$ cat src/rtl/flr_req_issuer_pkg.sv
// Shared types and default widths for the FLR request issuer.
package flr_req_issuer_pkg;

  localparam int unsigned DEF_PF_W           = 3;
  localparam int unsigned DEF_VF_W           = 11;
  localparam int unsigned DEF_FIFO_DEPTH     = 4;
  localparam int unsigned DEF_TIMEOUT_CYCLES = 65536;
  localparam int unsigned DEF_CNT_W          = 16;

  // Function identifier carried on every interface: {vf_active, pf, vf}.
  typedef struct packed {
    logic                vf_active;
    logic [DEF_PF_W-1:0] pf_num;
    logic [DEF_VF_W-1:0] vf_num;
  } t_flr_func;

  typedef enum logic [1:0] {
    IDLE,
    ISSUE,
    WAIT_RSP,
    DONE
  } t_issuer_state;

  function automatic int unsigned func_width(input int unsigned pf_w, input int unsigned vf_w);
    return 1 + pf_w + vf_w;
  endfunction

endpackage

$ cat src/rtl/flr_evt_fifo.sv
// Register FIFO holding pending FLR events.
// With FLR_REQ_ISSUER_DUP_FILTER_EN defined it also reports, per entry, whether an occupied
// slot equals the compare input.
module flr_evt_fifo
  import flr_req_issuer_pkg::*;
#(
  parameter int unsigned DEPTH = DEF_FIFO_DEPTH,
  parameter type         T     = t_flr_func
) (
  input  logic             clk,
  input  logic             rst_n,
  input  logic             push,
  input  T                 wdata,
  input  logic             pop,
  output T                 rdata,
  output logic             full,
  output logic             empty
`ifdef FLR_REQ_ISSUER_DUP_FILTER_EN
  ,
  input  T                 cmp,
  output logic [DEPTH-1:0] match
`endif
);

  localparam int unsigned PTR_W = $clog2(DEPTH);

  T                 mem_q [DEPTH];
  // Extra MSB on each pointer separates full (MSBs differ) from empty (MSBs equal).
  logic [PTR_W:0]   wr_q;
  logic [PTR_W:0]   rd_q;
  logic             do_push;
  logic             do_pop;

  assign empty   = (wr_q == rd_q);
  assign full    = (wr_q[PTR_W] != rd_q[PTR_W]) && (wr_q[PTR_W-1:0] == rd_q[PTR_W-1:0]);
  assign rdata   = mem_q[rd_q[PTR_W-1:0]];
  assign do_push = push && !full;
  assign do_pop  = pop && !empty;

  // Pointer update; wraps naturally modulo 2*DEPTH.
  always_ff @(posedge clk or negedge rst_n) begin
    if (!rst_n) begin
      wr_q <= '0;
      rd_q <= '0;
    end else begin
      if (do_push) wr_q <= wr_q + 1'b1;
      if (do_pop)  rd_q <= rd_q + 1'b1;
    end
  end

  // Entry storage; contents are qualified by the pointers so need no reset.
  always_ff @(posedge clk) begin
    if (do_push) mem_q[wr_q[PTR_W-1:0]] <= wdata;
  end

`ifdef FLR_REQ_ISSUER_DUP_FILTER_EN
  logic [PTR_W:0] count;
  assign count = wr_q - rd_q;

  for (genvar g = 0; g < DEPTH; g++) begin : g_match
    logic [PTR_W-1:0] offs;
    // Slot g is occupied when its distance from the read pointer is below the fill level.
    assign offs     = PTR_W'(g) - rd_q[PTR_W-1:0];
    assign match[g] = ({1'b0, offs} < count) && (mem_q[g] == cmp);
  end
`endif

endmodule

$ cat src/rtl/flr_req_issuer.sv
// FLR request issuer: queues PF/VF FLR events, issues them one at a time to the port gasket
// reset manager and reports completion (or timeout) back to the PCIe SS sideband.
// Optional macro FLR_REQ_ISSUER_DUP_FILTER_EN merges events already queued or in flight.
module flr_req_issuer
  import flr_req_issuer_pkg::*;
#(
  parameter int unsigned PF_W           = DEF_PF_W,
  parameter int unsigned VF_W           = DEF_VF_W,
  parameter int unsigned FIFO_DEPTH     = DEF_FIFO_DEPTH,
  parameter int unsigned TIMEOUT_CYCLES = DEF_TIMEOUT_CYCLES,
  parameter int unsigned CNT_W          = DEF_CNT_W
) (
  input  logic                 clk,
  input  logic                 rst_n,
  input  logic                 i_evt_valid,
  output logic                 o_evt_ready,
  input  logic [PF_W+VF_W:0]   i_evt_func,
  output logic                 o_flr_req_tvalid,
  output logic [PF_W+VF_W:0]   o_flr_req_tdata,
  input  logic                 i_flr_rsp_tvalid,
  input  logic [PF_W+VF_W:0]   i_flr_rsp_tdata,
  output logic                 o_done_valid,
  output logic [PF_W+VF_W:0]   o_done_func,
  output logic                 o_done_timeout,
  output logic                 o_busy,
  output logic [CNT_W-1:0]     o_timeout_cnt,
  output logic [CNT_W-1:0]     o_stray_rsp_cnt
);

  localparam int unsigned FUNC_W = func_width(PF_W, VF_W);
  localparam int unsigned TMR_W  = $clog2(TIMEOUT_CYCLES);

  typedef logic [FUNC_W-1:0] func_t;

  t_issuer_state      state_q, state_d;
  func_t              cur_func_q;
  logic [TMR_W-1:0]   timer_q;
  logic               timeout_q;
  logic [CNT_W-1:0]   timeout_cnt_q;
  logic [CNT_W-1:0]   stray_cnt_q;

  logic               fifo_full;
  logic               fifo_empty;
  logic               fifo_push;
  logic               fifo_pop;
  func_t              fifo_rdata;
  logic               evt_accept;
  logic               rsp_match;
  logic               rsp_stray;
  logic               timer_expired;
  logic               clr_timer;
  logic               inc_timer;
  logic               to_we;
  logic               to_val;
  logic               to_inc;

  // Ready reflects only the registered fill state, never a same-cycle pop.
  assign o_evt_ready   = rst_n & ~fifo_full;
  assign evt_accept    = i_evt_valid && o_evt_ready;
  assign rsp_match     = i_flr_rsp_tvalid && (i_flr_rsp_tdata == cur_func_q);
  assign rsp_stray     = i_flr_rsp_tvalid && !((state_q == WAIT_RSP) && rsp_match);
  assign timer_expired = (timer_q == TMR_W'(TIMEOUT_CYCLES - 1));

`ifdef FLR_REQ_ISSUER_DUP_FILTER_EN
  logic [FIFO_DEPTH-1:0] fifo_match;
  logic                  dup_hit;
  // A function already queued, or currently being requested/awaited, is not queued again.
  assign dup_hit   = (|fifo_match) ||
                     (((state_q == ISSUE) || (state_q == WAIT_RSP)) && (i_evt_func == cur_func_q));
  assign fifo_push = evt_accept && !dup_hit;
`else
  assign fifo_push = evt_accept;
`endif

  flr_evt_fifo #(
    .DEPTH (FIFO_DEPTH),
    .T     (func_t)
  ) u_fifo (
    .clk   (clk),
    .rst_n (rst_n),
    .push  (fifo_push),
    .wdata (i_evt_func),
    .pop   (fifo_pop),
    .rdata (fifo_rdata),
    .full  (fifo_full),
    .empty (fifo_empty)
`ifdef FLR_REQ_ISSUER_DUP_FILTER_EN
    ,
    .cmp   (i_evt_func),
    .match (fifo_match)
`endif
  );

  // State register.
  always_ff @(posedge clk or negedge rst_n) begin
    if (!rst_n) state_q <= IDLE;
    else        state_q <= state_d;
  end

  // Next-state decode and pulse outputs.
  always_comb begin
    state_d          = state_q;
    fifo_pop         = 1'b0;
    clr_timer        = 1'b0;
    inc_timer        = 1'b0;
    to_we            = 1'b0;
    to_val           = 1'b0;
    to_inc           = 1'b0;
    o_flr_req_tvalid = 1'b0;
    o_done_valid     = 1'b0;
    unique case (state_q)
      IDLE: begin
        if (!fifo_empty) begin
          fifo_pop = 1'b1;
          state_d  = ISSUE;
        end
      end
      ISSUE: begin
        o_flr_req_tvalid = 1'b1;
        clr_timer        = 1'b1;
        state_d          = WAIT_RSP;
      end
      WAIT_RSP: begin
        inc_timer = 1'b1;
        // A match on the expiry cycle wins over the timeout.
        if (rsp_match) begin
          to_we   = 1'b1;
          to_val  = 1'b0;
          state_d = DONE;
        end else if (timer_expired) begin
          to_we   = 1'b1;
          to_val  = 1'b1;
          to_inc  = 1'b1;
          state_d = DONE;
        end
      end
      DONE: begin
        o_done_valid = 1'b1;
        state_d      = IDLE;
      end
      default: state_d = IDLE;
    endcase
  end

  // Current function, response timer and completion flag.
  always_ff @(posedge clk or negedge rst_n) begin
    if (!rst_n) begin
      cur_func_q <= '0;
      timer_q    <= '0;
      timeout_q  <= 1'b0;
    end else begin
      if (fifo_pop)       cur_func_q <= fifo_rdata;
      if (clr_timer)      timer_q    <= '0;
      else if (inc_timer) timer_q    <= timer_q + 1'b1;
      if (to_we)          timeout_q  <= to_val;
    end
  end

  // Saturating statistics counters.
  always_ff @(posedge clk or negedge rst_n) begin
    if (!rst_n) begin
      timeout_cnt_q <= '0;
      stray_cnt_q   <= '0;
    end else begin
      if (to_inc && (timeout_cnt_q != '1))  timeout_cnt_q <= timeout_cnt_q + 1'b1;
      if (rsp_stray && (stray_cnt_q != '1)) stray_cnt_q   <= stray_cnt_q + 1'b1;
    end
  end

  assign o_flr_req_tdata = o_flr_req_tvalid ? cur_func_q : '0;
  assign o_done_func     = o_done_valid ? cur_func_q : '0;
  assign o_done_timeout  = o_done_valid & timeout_q;
  assign o_busy          = (state_q != IDLE) || !fifo_empty;
  assign o_timeout_cnt   = timeout_cnt_q;
  assign o_stray_rsp_cnt = stray_cnt_q;

endmodule
$ cat config.mk
export PLATFORM = sky130hd
export DESIGN_NAME = flr_req_issuer
export DESIGN_NICKNAME = d
export VERILOG_FILES = /design/src/rtl/flr_req_issuer_pkg.sv /design/src/rtl/flr_evt_fifo.sv /design/src/rtl/flr_req_issuer.sv
export SDC_FILE = /design/constraint.sdc
export NUM_CORES = 1
export LEC_CHECK = 0
export CORE_ASPECT_RATIO = 1.1
export CORE_MARGIN = 5
export CORE_UTILIZATION = 45
export DETAILED_ROUTE_END_ITERATION = 12
export PLACE_DENSITY = 0.69
export SYNTH_ARGS = -nofsm -noshare
export SYNTH_HDL_FRONTEND = slang
export SYNTH_SLANG_ARGS = --single-unit
export TNS_END_PERCENT = 1
$ cat constraint.sdc
create_clock -name clk -period 5.1 [get_ports clk]
set_clock_uncertainty 0.2 [all_clocks]
set_input_delay 1.02 -clock clk [delete_from_list [all_inputs] [get_ports clk]]
set_output_delay 1.02 -clock clk [all_outputs]
set_load 0.02 [all_outputs]
-- After elaboration in Yosys (flattened, before gate mapping)
Memory sizes are Yosys's and may differ from the RTL's. A register that Yosys moved wholly into a read port is not among the register bits.
Cells that the tools add are included.
- add/sub/neg operators: 5
- equal/unequal tests: 12
- muxes and demuxes: 20
- bitwise logic cells: 3
- reduce and logical (&&, ||, !) cells: 18
- operators with widths (operator ; count):
    $add A16 B1 Y16 const B ; 3
    $mux W16 ; 2
    $ne A16 B16 Y1 const B ; 2
    $mux W15 ; 2
    $eq A16 B16 Y1 const B ; 1
    $eq A15 B15 Y1 ; 1
    $mux W1 ; 12
    $logic_and A1 B1 Y1 ; 9
    $pmux W2 S4 ; 1
    $add A3 B1 Y3 const B ; 2
    $mux W2 ; 3
    $eq A2 B2 Y1 const B ; 2
    $logic_not A1 Y1 ; 4
    $reduce_bool A2 Y1 ; 2
    $eq A3 B3 Y1 ; 1
    $ne A3 B3 Y1 const B ; 1
    $and A1 B1 Y1 ; 2
    $eq A2 B1 Y1 const B ; 1
    $eq A2 B2 Y1 ; 1
    $logic_not A2 Y1 ; 1
    $ne A2 B2 Y1 const B ; 1
    $reduce_and A2 Y1 ; 1
    $logic_or A1 B1 Y1 ; 1
    $ne A1 B1 Y1 ; 1
    $not A1 Y1 ; 1
- register bits after elaboration: 57
- RAM bits: 60
- bits of input ports: 34
- word-level logic and storage cells: 66
- memories kept: 1
- memories (memory ; words ; bits a word ; read ports ; clocked after Yosys merged registers in ; wr ports ; line ; RTL):
    u_fifo.mem_q ; 4 ; 15 ; 1 ; 1 ; 1 ; flr_evt_fifo.sv:27 ; T mem_q [DEPTH];

-- Longest topological paths before layout
Gate-level depths: netlist of the first run.
- depth in word-level cells: 8
- mapped depth: 8
- depth with buffers taken out: 7

-- Modules after synthesis
From an unflattened synthesis of the first run, not the netlist that was laid out.
- cell total of the unflattened synthesis: 472
- area, all modules: 6338.6 µm²
- by module, submodules not included (module ; times used ; cells an instance ; area each (µm²)):
    flr_req_issuer ; 1 ; 345 ; 3656.0
    flr_evt_fifo ; 1 ; 127 ; 2682.6

-- Worst setup path before layout of the first run
OpenSTA, ideal clock, no wires.
- kind: input to register
- from: input i_flr_rsp_tdata[9]
- to: register state_q[1]
- setup time: 128 ps
- arrival: 2467 ps
- setup slack: 2305 ps
- cell stages on the path: 6
- buffers on the path: 1
- cells stage by stage: xnor2_1 -> nand4_1 -> or4_1 -> buf_2 -> a32oi_2 -> mux2_1
- word-level cells in the longest chain between the ends: 4
- elaborated cells on any way between the ends: 6
- those cells by class: 2 x eq/ne; 2 x mux; 2 x reduce/logical
- RTL lines (what ; line ; RTL):
    start, declared ; flr_req_issuer.sv:21 ; input logic [PF_W+VF_W:0] i_flr_rsp_tdata,
    $eq A15 B15 Y1 (*) ; flr_req_issuer.sv:60 ; assign rsp_match = i_flr_rsp_tvalid && (i_flr_rsp_tdata == cur_func_q);
    $logic_and A1 B1 Y1 (*) ; flr_req_issuer.sv:60 ;
    $mux W2 / $ne A3 B3 Y1 (equally long branches) ; - ;
    $pmux W2 S4 / $reduce_and A2 Y1 (equally long branches) ; - ;
    end signal, assigned ; flr_req_issuer.sv:97 ; else state_q <= state_d;
    end, declared ; flr_req_issuer.sv:35 ; t_issuer_state state_q, state_d;
Every way passes the cells marked *; elsewhere a longest branch is shown, timed or not.
A chain may end at the register's enable or synchronous reset.

-- Worst setup path after layout of the first run
- from: register u_fifo.rd_q[1]
- to: output o_busy
- word-level cells in the longest chain between the ends: 3
- RTL lines (what ; line ; RTL):
    start, declared ; flr_evt_fifo.sv:30 ; logic [PTR_W:0] rd_q;
    start signal, assigned ; flr_evt_fifo.sv:47 ; if (do_pop) rd_q <= rd_q + 1'b1;
    $eq A3 B3 Y1 ; flr_evt_fifo.sv:34 ; assign empty = (wr_q == rd_q);
    $logic_not A1 Y1 ; flr_req_issuer.sv:173 ; assign o_busy = (state_q != IDLE) || !fifo_empty;
    $logic_or A1 B1 Y1 ; flr_req_issuer.sv:173 ;
    end, declared ; flr_req_issuer.sv:25 ; output logic o_busy,
No other way between the ends.

==> results of run 1 <==
[stage by stage]
step	area, µm²	util [%]	hold WS [ns]
after global routing	7820	59.0	0.321
after global placement	7270	54.8	0.275
after CTS	7820	59.0	0.288
after floorplan	6100	-	0.255
after detailed placement	7270	54.8	0.279
final	7820	59.0	0.285
[power by group through the flow]
| stage | registers (µW) | clock network (µW) | logic (µW) |
|---|---|---|---|
| floorplan | 1510 | 0 | 924 |
| global placement | 1560 | 0 | 1360 |
| detailed placement | 1570 | 0 | 1390 |
| CTS | 1550 | 1150 | 1400 |
| global route | 1580 | 1200 | 1490 |
| finish | 1540 | 1130 | 1370 |
[how the worst max path moves through the flow]
stage,from,end,slack [ns],cells after the start
after floorplan,i_flr_rsp_tdata[9],state_q[1],2.31,6
after global placement,i_flr_rsp_tdata[12],state_q[1],1.37,6
after detailed placement,i_flr_rsp_tdata[12],state_q[1],1.32,6
after CTS,u_fifo.rd_q[1],o_busy,1.10,4
after global routing,u_fifo.rd_q[1],o_busy,0.93,4
final,u_fifo.rd_q[1],o_busy,1.18,4
[registers in the layout, indices dropped and copies added (netlist names)]
signal	cells
u_fifo.wr_q	3
timer_q	16
state_q	2
u_fifo.mem_q	60
u_fifo.rd_q	3
o_stray_rsp_cnt	16
timeout_q	1
o_timeout_cnt	16
cur_func_q	15
[worst reg2reg max path, cell delays in order, from the launching register on]
cell and delay, ns:
sky130_fd_sc_hd__dfrtp_1 0.85, sky130_fd_sc_hd__xor2_1 0.18, sky130_fd_sc_hd__nor3b_1 0.55, sky130_fd_sc_hd__nand2b_1 0.85
sky130_fd_sc_hd__mux2_2 0.42
[routing by layer]
layer,GRT usage (%),part of all wire (%),up-vias
li1,-,-,1901
met4,6.80,2.1,0
met5,0,0,-
met1,21.2,42,1963
met3,4.68,4.3,19
met2,29.2,52,92
[cell type report]
type                       instances  area, µm²  area share [%]
multi-input combinational        301       2370            30.3
inverter                          12       45.0           0.576
clock inverter                    11        104            1.33
timing repair buffer             103       1020            13.0
clock buffer                      21        450            5.76
tap                              184        230            2.94
sequential                       132       3600            46.1
[cell families after synthesis]
| logic type | Yosys count | share of synthesized area (%) |
|---|---|---|
| XOR/XNOR | 60 | 8.62 |
| buffers and inverters | 29 | 1.99 |
| adder cells (fa/ha/maj) | 12 | 2.46 |
| multiplexers | 36 | 9.42 |
| AND/OR/NAND/NOR | 176 | 16.6 |
| flip-flops | 132 | 59.1 |
| AO/OA/AOI/OAI | 17 | 1.81 |
[cell usage in the layout (no fill, tap or decap), drive strengths merged, types with 2 or more instances in the layout]
master / Yosys / routed
xnor2: 36 / 36
buf: 9 / 4
ha: 12 / 12
or2: 3 / 3
nor4b: 3 / 3
and3: 15 / 15
mux2: 21 / 21
a21oi: 6 / 6
edfxtp: 60 / 60
nor2: 23 / 23
inv: 12 / 14
nor4: 4 / 4
o21ai: 4 / 4
and4: 7 / 7
clkbuf: 8 / 21
o22ai: 3 / 3
dfrtp: 72 / 72
or3: 2 / 2
nand4b: 3 / 3
nand3: 21 / 21
nor3: 9 / 9
and2: 34 / 34
clkinv: 0 / 3
nand4: 27 / 27
nor3b: 5 / 5
clkinvlp: 0 / 5
nand2: 17 / 17
xor2: 24 / 24
mux4: 15 / 15
clkdlybuf4s50: 0 / 99
==> reports/qor_table.md, run 1 <==
| Item | This run | Unit |
|:---|:---|:---|
| Power spent charging and discharging nets | 1330 | µW |
| DP Worst Slack | 1.32 | ns |
| Number of fillers in the final layout | 1,079 | - |
| Max_slew headroom | 33.3 | % |
| Fraction of final layout cells sized beyond drive strength 1 | 12.6 | % |
| Cell with the biggest individual delay on the critical path | sky130_fd_sc_hd__dfrtp_1 | - |
| Hold buffers post-CTS | 0 | - |
| Standby leakage power | 0.00301 | µW |
| Slew Viols, Final | 0 | - |
| Die width | 121 | µm |
| Die area | 16,000 | µm² |
| Async set-or-reset flop fraction in the synthesized netlist | 54.5 | % |
| Distinct cell type count after synthesis | 38 | - |
| Buf+Inv Stages, Crit Path | 1 | - |
| Hold path endpoint | o_stray_rsp_cnt[15] | - |
| Vias in the first global route | 4,175 | - |
| Fraction of synthesized cell area taken by the top area cell type | 29.6 | % |
| Setup fix buffers added after clock tree synthesis | 0 | - |
| Power per cell area | 516 | nW/µm² |
| Total of buffers placed on input and output ports | 100 | - |
| CTS clk-pin slew, worst paths | 0.06 | ns |
| Global-route wire length before repair | 21.6 | mm |
| Endpoint class of the critical path | output port | - |
| Htree depth | 4 | - |
| Detailed-route wire length per cell | 17.0 | µm |
| FF-to-FF Start | u_fifo.rd_q[1] | - |
| Worst supply voltage drop on vdd | 0.000412 | V |
| Root buffer selected by CTS | sky130_fd_sc_hd__clkbuf_16 | - |
| Worst Reg-to-Reg Cells | 4 | - |
| Library cell occupying the most area in the post-synthesis netlist | sky130_fd_sc_hd__dfrtp_1 | - |
| YS warnings | 0 | - |
| Share of power burned in the clock network | 27.9 | % |
| Antenna diode count | 0 | - |
| Part of the power in registers | 38.1 | % |
| Mean post-synth cell area | 13.2 | µm² |
| Die height | 132 | µm |
| CTS buffer count | 17 | - |
| Post-layout minimum cycle time | 3.92 | ns |
| Via-to-Cell Ratio | 5.20 | - |
| Count of TritonRoute iterations in the first routing pass | 4 | - |
| Layout-stage area growth over the synthesis result | 28.3 | % |
| Most frequent cell after synthesis | sky130_fd_sc_hd__dfrtp_1 | - |
| Final standard cell count with taps included and fillers excluded | 764 | - |
| Number of vias in the routed layout | 3,975 | - |
| Flops & latches, synth | 132 | - |
| Post-Synthesis Net Count | 508 | - |
| Hold path startpoint | o_stray_rsp_cnt[15] | - |
| Sequential area share after synthesis | 59.1 | % |
| Max Cap Viol | 0 | - |
| Core region area | 13,300 | µm² |
| Hold violation count in the final report | 0 | - |
| Num rows | 44 | - |
| HPWL reported at the end of detailed placement | 9.03 | mm |
| Maximum fanout encountered on the critical timing path | 18 | - |
| Total power draw | 4040 | µW |
| Worst skew pair latency | 0.42 | ns |
| Cells after Synth | 462 | - |
| CTS tree | done | - |
| Longest individual stage delay on the worst path | 0.85 | ns |
| Worst EP arrival | 2.70 | ns |
| Kind of critical path | flop to output port | - |
| Placer congestion estimate | 0.840 | - |
| Endpoint required time on the critical path | 3.88 | ns |
| Number of instances resized during post-cts repair | 0 | - |
| DRC | 0 | - |
| Most numerous cell types in the synthesized netlist | 72 x sky130_fd_sc_hd__dfrtp_1, 60 x sky130_fd_sc_hd__edfxtp_1, 36 x sky130_fd_sc_hd__xnor2_1 | - |
| Destination of the worst register-to-register timing path | u_fifo.rd_q[1] | - |
| I/O pin total | 101 | - |
| Tightest Pin Transition | 0.997 | ns |
| Total global routing overflow | 0 | - |
| Violation count after the first detailed-route iteration | 239 | - |
| Net count reported at finish | 613 | - |
| Int Pwr | 2710 | µW |
| Proportion of power drawn by combinational gates | 33.9 | % |
| Number of enable-type register cells in the synthesized netlist | 60 | - |
| Startpoint kind of the worst setup timing path | flop | - |
| Number of buffers between clock root and the deepest sink | 2 | - |
| Initial standard-cell utilization of the core | 45.9 | % |
| Synth area leaders | sky130_fd_sc_hd__dfrtp_1 30%, sky130_fd_sc_hd__edfxtp_1 30%, sky130_fd_sc_hd__mux4_2 5.5%, sky130_fd_sc_hd__xnor2_1 5.2%, sky130_fd_sc_hd__mux2_2 3.7% | - |
| RSZ-0062 raised after global routing | false | - |
| Maximum number of pins on one net before global-route repair | 73 | - |
| Ys flop type | sky130_fd_sc_hd__dfrtp_1 | - |
| Status | completed | - |
| Cells on Worst Hold Path | 1 | - |
| Final ANT Viol Nets | 0 | - |
| Fraction of power spent switching nets | 33.0 | % |
| Worst path cell trace | xor2_1, nor3b_1, nand2_1, clkdlybuf4s50_1 | - |
| Setup Total Neg Slack | 0 | ns |
| Endpoints failing setup | 0 | - |
| Period Utilization, post-route | 76.8 | % |
| HP Class | flop to flop | - |
| Reg-to-reg slack, setup | 1.93 | ns |
| Worst Slack Setup Final | 1.18 | ns |
| Cell class contributing the biggest share of worst-path delay | flip-flops | - |
| Number of cells in the design after placement | 732 | - |
| Overall global routing resource usage | 17.3 | % |
| Clk sink count | 132 | - |
| Initial antenna violation count | 0 | - |
| Final WL | 13.0 | mm |
| Achievable clock frequency | 255 | MHz |
| Post-Syn Area | 6100 | µm² |
No activity file was read; power rests on OpenSTA's default activity.
==> inputs of run 2 (changes only) <==
--- a/config.mk
+++ b/config.mk
@@ -9,7 +9,7 @@
 export CORE_MARGIN = 5
 export CORE_UTILIZATION = 45
 export DETAILED_ROUTE_END_ITERATION = 12
-export PLACE_DENSITY = 0.69
+export PLACE_DENSITY = 0.72
 export SYNTH_ARGS = -nofsm -noshare
 export SYNTH_HDL_FRONTEND = slang
 export SYNTH_SLANG_ARGS = --single-unit
==> constraint.sdc (replaced) <==
create_clock -name clk -period 3.3 [get_ports clk]
set_clock_uncertainty 0.2 [all_clocks]
set_input_delay 0.66 -clock clk [delete_from_list [all_inputs] [get_ports clk]]
set_output_delay 0.66 -clock clk [all_outputs]
set_load 0.02 [all_outputs]
==> run 2 against run 1 <==
Net effect:
- clock power up 69%
- power up 60%
- sequential share of layout area down 0.91 points
- first-iteration DRC count down 26%
- combinational power up 63%
- wire length up 2.8%
- utilization up 1.2 points
- via count up 2.3%
- flip-flop and latch count unchanged
- cell count up 1.7%
==> reports/qor_table.md, run 2 (same netlist as run 1, synthesis figures left out) <==
| Item | This run | Unit | Delta |
|:---|:---|:---|:---|
| HPWL reported at the end of detailed placement | 9.38 | mm | +3.8% |
| Endpoints failing setup | 0 | - | unchanged |
| Longest individual stage delay on the worst path | 0.61 | ns | -0.24 ns |
| Placer congestion estimate | 0.865 | - | +3.0% |
| Vias in the first global route | 4,215 | - | +0.96% |
| Cells on Worst Hold Path | 1 | - | unchanged |
| Initial standard-cell utilization of the core | 45.9 | % | unchanged |
| Core region area | 13,300 | µm² | unchanged |
| Die height | 132 | µm | unchanged |
| Post-route cell area | 7980 | µm² | +2.0% |
| Hold buffers post-CTS | 0 | - | unchanged |
| Worst skew pair latency | 0.42 | ns | about the same |
| CTS buffer count | 17 | - | unchanged |
| Number of buffers between clock root and the deepest sink | 2 | - | unchanged |
| FF-to-FF Start | state_q[0] | - |  |
| Num rows | 44 | - | unchanged |
| Detailed-route wire length per cell | 17.2 | µm | +1.0% |
| Antenna diode count | 0 | - | unchanged |
| Fraction of power spent switching nets | 32.1 | % | -0.85 points |
| Fraction of final layout cells sized beyond drive strength 1 | 14.8 | % | +2.3 points |
| Net count reported at finish | 626 | - | +2.1% |
| Setup fix buffers added after clock tree synthesis | 0 | - | unchanged |
| Part of the power in registers | 36.2 | % | -1.9 points |
| Overall global routing resource usage | 17.4 | % | +0.028 points |
| Total power draw | 6470 | µW | +60% |
| Hold path startpoint | u_fifo.rd_q[2] | - |  |
| Violation count after the first detailed-route iteration | 177 | - | -26% |
| Count of TritonRoute iterations in the first routing pass | 4 | - | unchanged |
| Tightest Pin Transition | 0.931 | ns | -0.0659 ns |
| Register Area | 3600 | µm² | unchanged |
| Most frequent standard cell in the layout excluding fill and tap cells | sky130_fd_sc_hd__clkdlybuf4s50_1 | - |  |
| Kind of critical path | flop to output port | - |  |
| Layout-stage area growth over the synthesis result | 30.9 | % |  |
| Cell class contributing the biggest share of worst-path delay | buffers and inverters | - |  |
| Max_slew headroom | 37.9 | % | +4.6 points |
| Number of instances resized during post-cts repair | 0 | - | unchanged |
| Global-route wire length before repair | 21.6 | mm | about the same |
| Clk sink count | 132 | - | unchanged |
| Hold path endpoint | u_fifo.rd_q[2] | - |  |
| Hold violation count in the final report | 0 | - | unchanged |
| I/O pin total | 101 | - | unchanged |
| Initial antenna violation count | 0 | - | unchanged |
| Max Cap Viol | 0 | - | unchanged |
| Post-layout minimum cycle time | 3.13 | ns |  |
| Die width | 121 | µm | unchanged |
| Total global routing overflow | 0 | - | unchanged |
| Slew Viols, Final | 0 | - | unchanged |
| Standby leakage power | 0.00313 | µW | +3.7% |
| Period Utilization, post-route | 94.9 | % |  |
| Die area | 16,000 | µm² | unchanged |
| Maximum fanout encountered on the critical timing path | 3 | - | -15 |
| Worst Reg-to-Reg Cells | 7 | - | +3 |
| Startpoint kind of the worst setup timing path | flop | - |  |
| Area of the multi-input gates | 2370 | µm² | unchanged |
| Reg-to-reg slack, setup | 0.60 | ns | -1.33 ns |
| DRC | 0 | - | unchanged |
| Final WL | 13.3 | mm | +2.8% |
| Commonest cells after routing, fill and taps aside | 99 x sky130_fd_sc_hd__clkdlybuf4s50_1, 72 x sky130_fd_sc_hd__dfrtp_1, 60 x sky130_fd_sc_hd__edfxtp_1 | - |  |
| Endpoint required time on the critical path | 2.44 | ns | -1.44 ns |
| Number of fillers in the final layout | 1,052 | - | -2.5% |
| Achievable clock frequency | 319 | MHz |  |
| Root buffer selected by CTS | sky130_fd_sc_hd__clkbuf_16 | - |  |
| Number of vias in the routed layout | 4,068 | - | +2.3% |
| Maximum number of pins on one net before global-route repair | 73 | - | unchanged |
| Htree depth | 4 | - | unchanged |
| Int Pwr | 4400 | µW | +62% |
| Buf+Inv Stages, Crit Path | 1 | - | unchanged |
| Share of power burned in the clock network | 29.4 | % | +1.5 points |
| Worst supply voltage drop on vdd | 0.000399 | V | -3.2% |
| Flip-flop count of the largest register, all copies and words added | 60 | - | unchanged |
| Setup Total Neg Slack | 0 | ns | unchanged |
| Endpoint class of the critical path | output port | - |  |
| HP Class | flop to flop | - |  |
| Power per cell area | 811 | nW/µm² | +57% |
| CTS tree | done | - |  |
| Via-to-Cell Ratio | 5.24 | - | +0.63% |
| Proportion of power drawn by combinational gates | 34.4 | % | +0.5 points |
| CTS clk-pin slew, worst paths | 0.06 | ns | about the same |
| Area post-placement | 7370 | µm² | +1.3% |
| RSZ-0062 raised after global routing | false | - |  |
| Status | completed | - |  |
| Total of buffers placed on input and output ports | 100 | - | unchanged |
| Worst EP arrival | 2.27 | ns | -0.43 ns |
| Destination of the worst register-to-register timing path | timer_q[13] | - |  |
| Power spent charging and discharging nets | 2080 | µW | +56% |
| Cell with the biggest individual delay on the critical path | sky130_fd_sc_hd__clkdlybuf4s50_1 | - |  |
| Worst path cell trace | xnor2_1, nor3b_1, nand2_1, clkdlybuf4s50_1 | - |  |
| Final ANT Viol Nets | 0 | - | unchanged |
## run 2: worst max-delay path by stage
stage / start / end / slack [ns] / cells past startpoint
floorplan: i_flr_rsp_tdata[9] / state_q[1] / 0.87 / 6
global placement: i_flr_rsp_tdata[11] / state_q[1] / 0.27 / 6
global route: u_fifo.wr_q[2] / o_busy / 0.03 / 4
detailed placement: i_flr_rsp_tdata[14] / state_q[1] / 0.19 / 6
CTS: u_fifo.wr_q[2] / o_busy / 0.13 / 4
finish: u_fifo.wr_q[2] / o_busy / 0.17 / 4
## run 2: worst register-to-register path: cells and delay by family (launching register included)
family,cells,cell delay [ns]
flops,1,0.40
fa+ha+maj,1,0.53
buf+inv,1,0.08
simple gates,4,1.21
xor+xnor,1,0.16
## run 2: power groups by stage
| stage | Sequential, µW | Clock, µW | Combinational [µW] |
|---|---|---|---|
| finish | 2340 | 1910 | 2230 |
| global route | 2390 | 2030 | 2420 |
| CTS | 2350 | 1940 | 2270 |
| detailed placement | 2370 | 0 | 2260 |
| global placement | 2350 | 0 | 2220 |
| floorplan | 2330 | 0 | 1430 |
## run 2: layout make-up
class,instances,area share (%)
clock inverters,11,1.52
multi-input cells,301,29.7
flip-flops and latches,132,45.2
repair buffers,116,14.0
clock buffers,21,6.18
inverters,12,0.564
well taps,184,2.88
## run 2: per-layer routing
metal	vias up	wire length (µm)	part of all wire [%]	global-route usage [%]
li1	1927	-	-	-
met3	13	742	5.6	6.31
met5	-	0	0	0
met2	106	6900	52	29.7
met1	2022	5570	42	20.9
met4	0	121	0.91	4.28
## run 2: per-stage QoR
| stage | hold WS (ns) | utilization [%] | cells | worst slack (ns) |
|---|---|---|---|---|
| 2_1_floorplan | 0.164 | - | 462 | 0.865 |
| 3_3_place_gp | 0.275 | 55.5 | 745 | 0.268 |
| 3_5_place_dp | 0.284 | 55.5 | 745 | 0.191 |
| 4_1_cts | 0.295 | 60.1 | 777 | 0.129 |
| 5_1_grt | 0.313 | 60.1 | 777 | 0.0290 |
| 6_report | 0.295 | 60.1 | 777 | 0.169 |
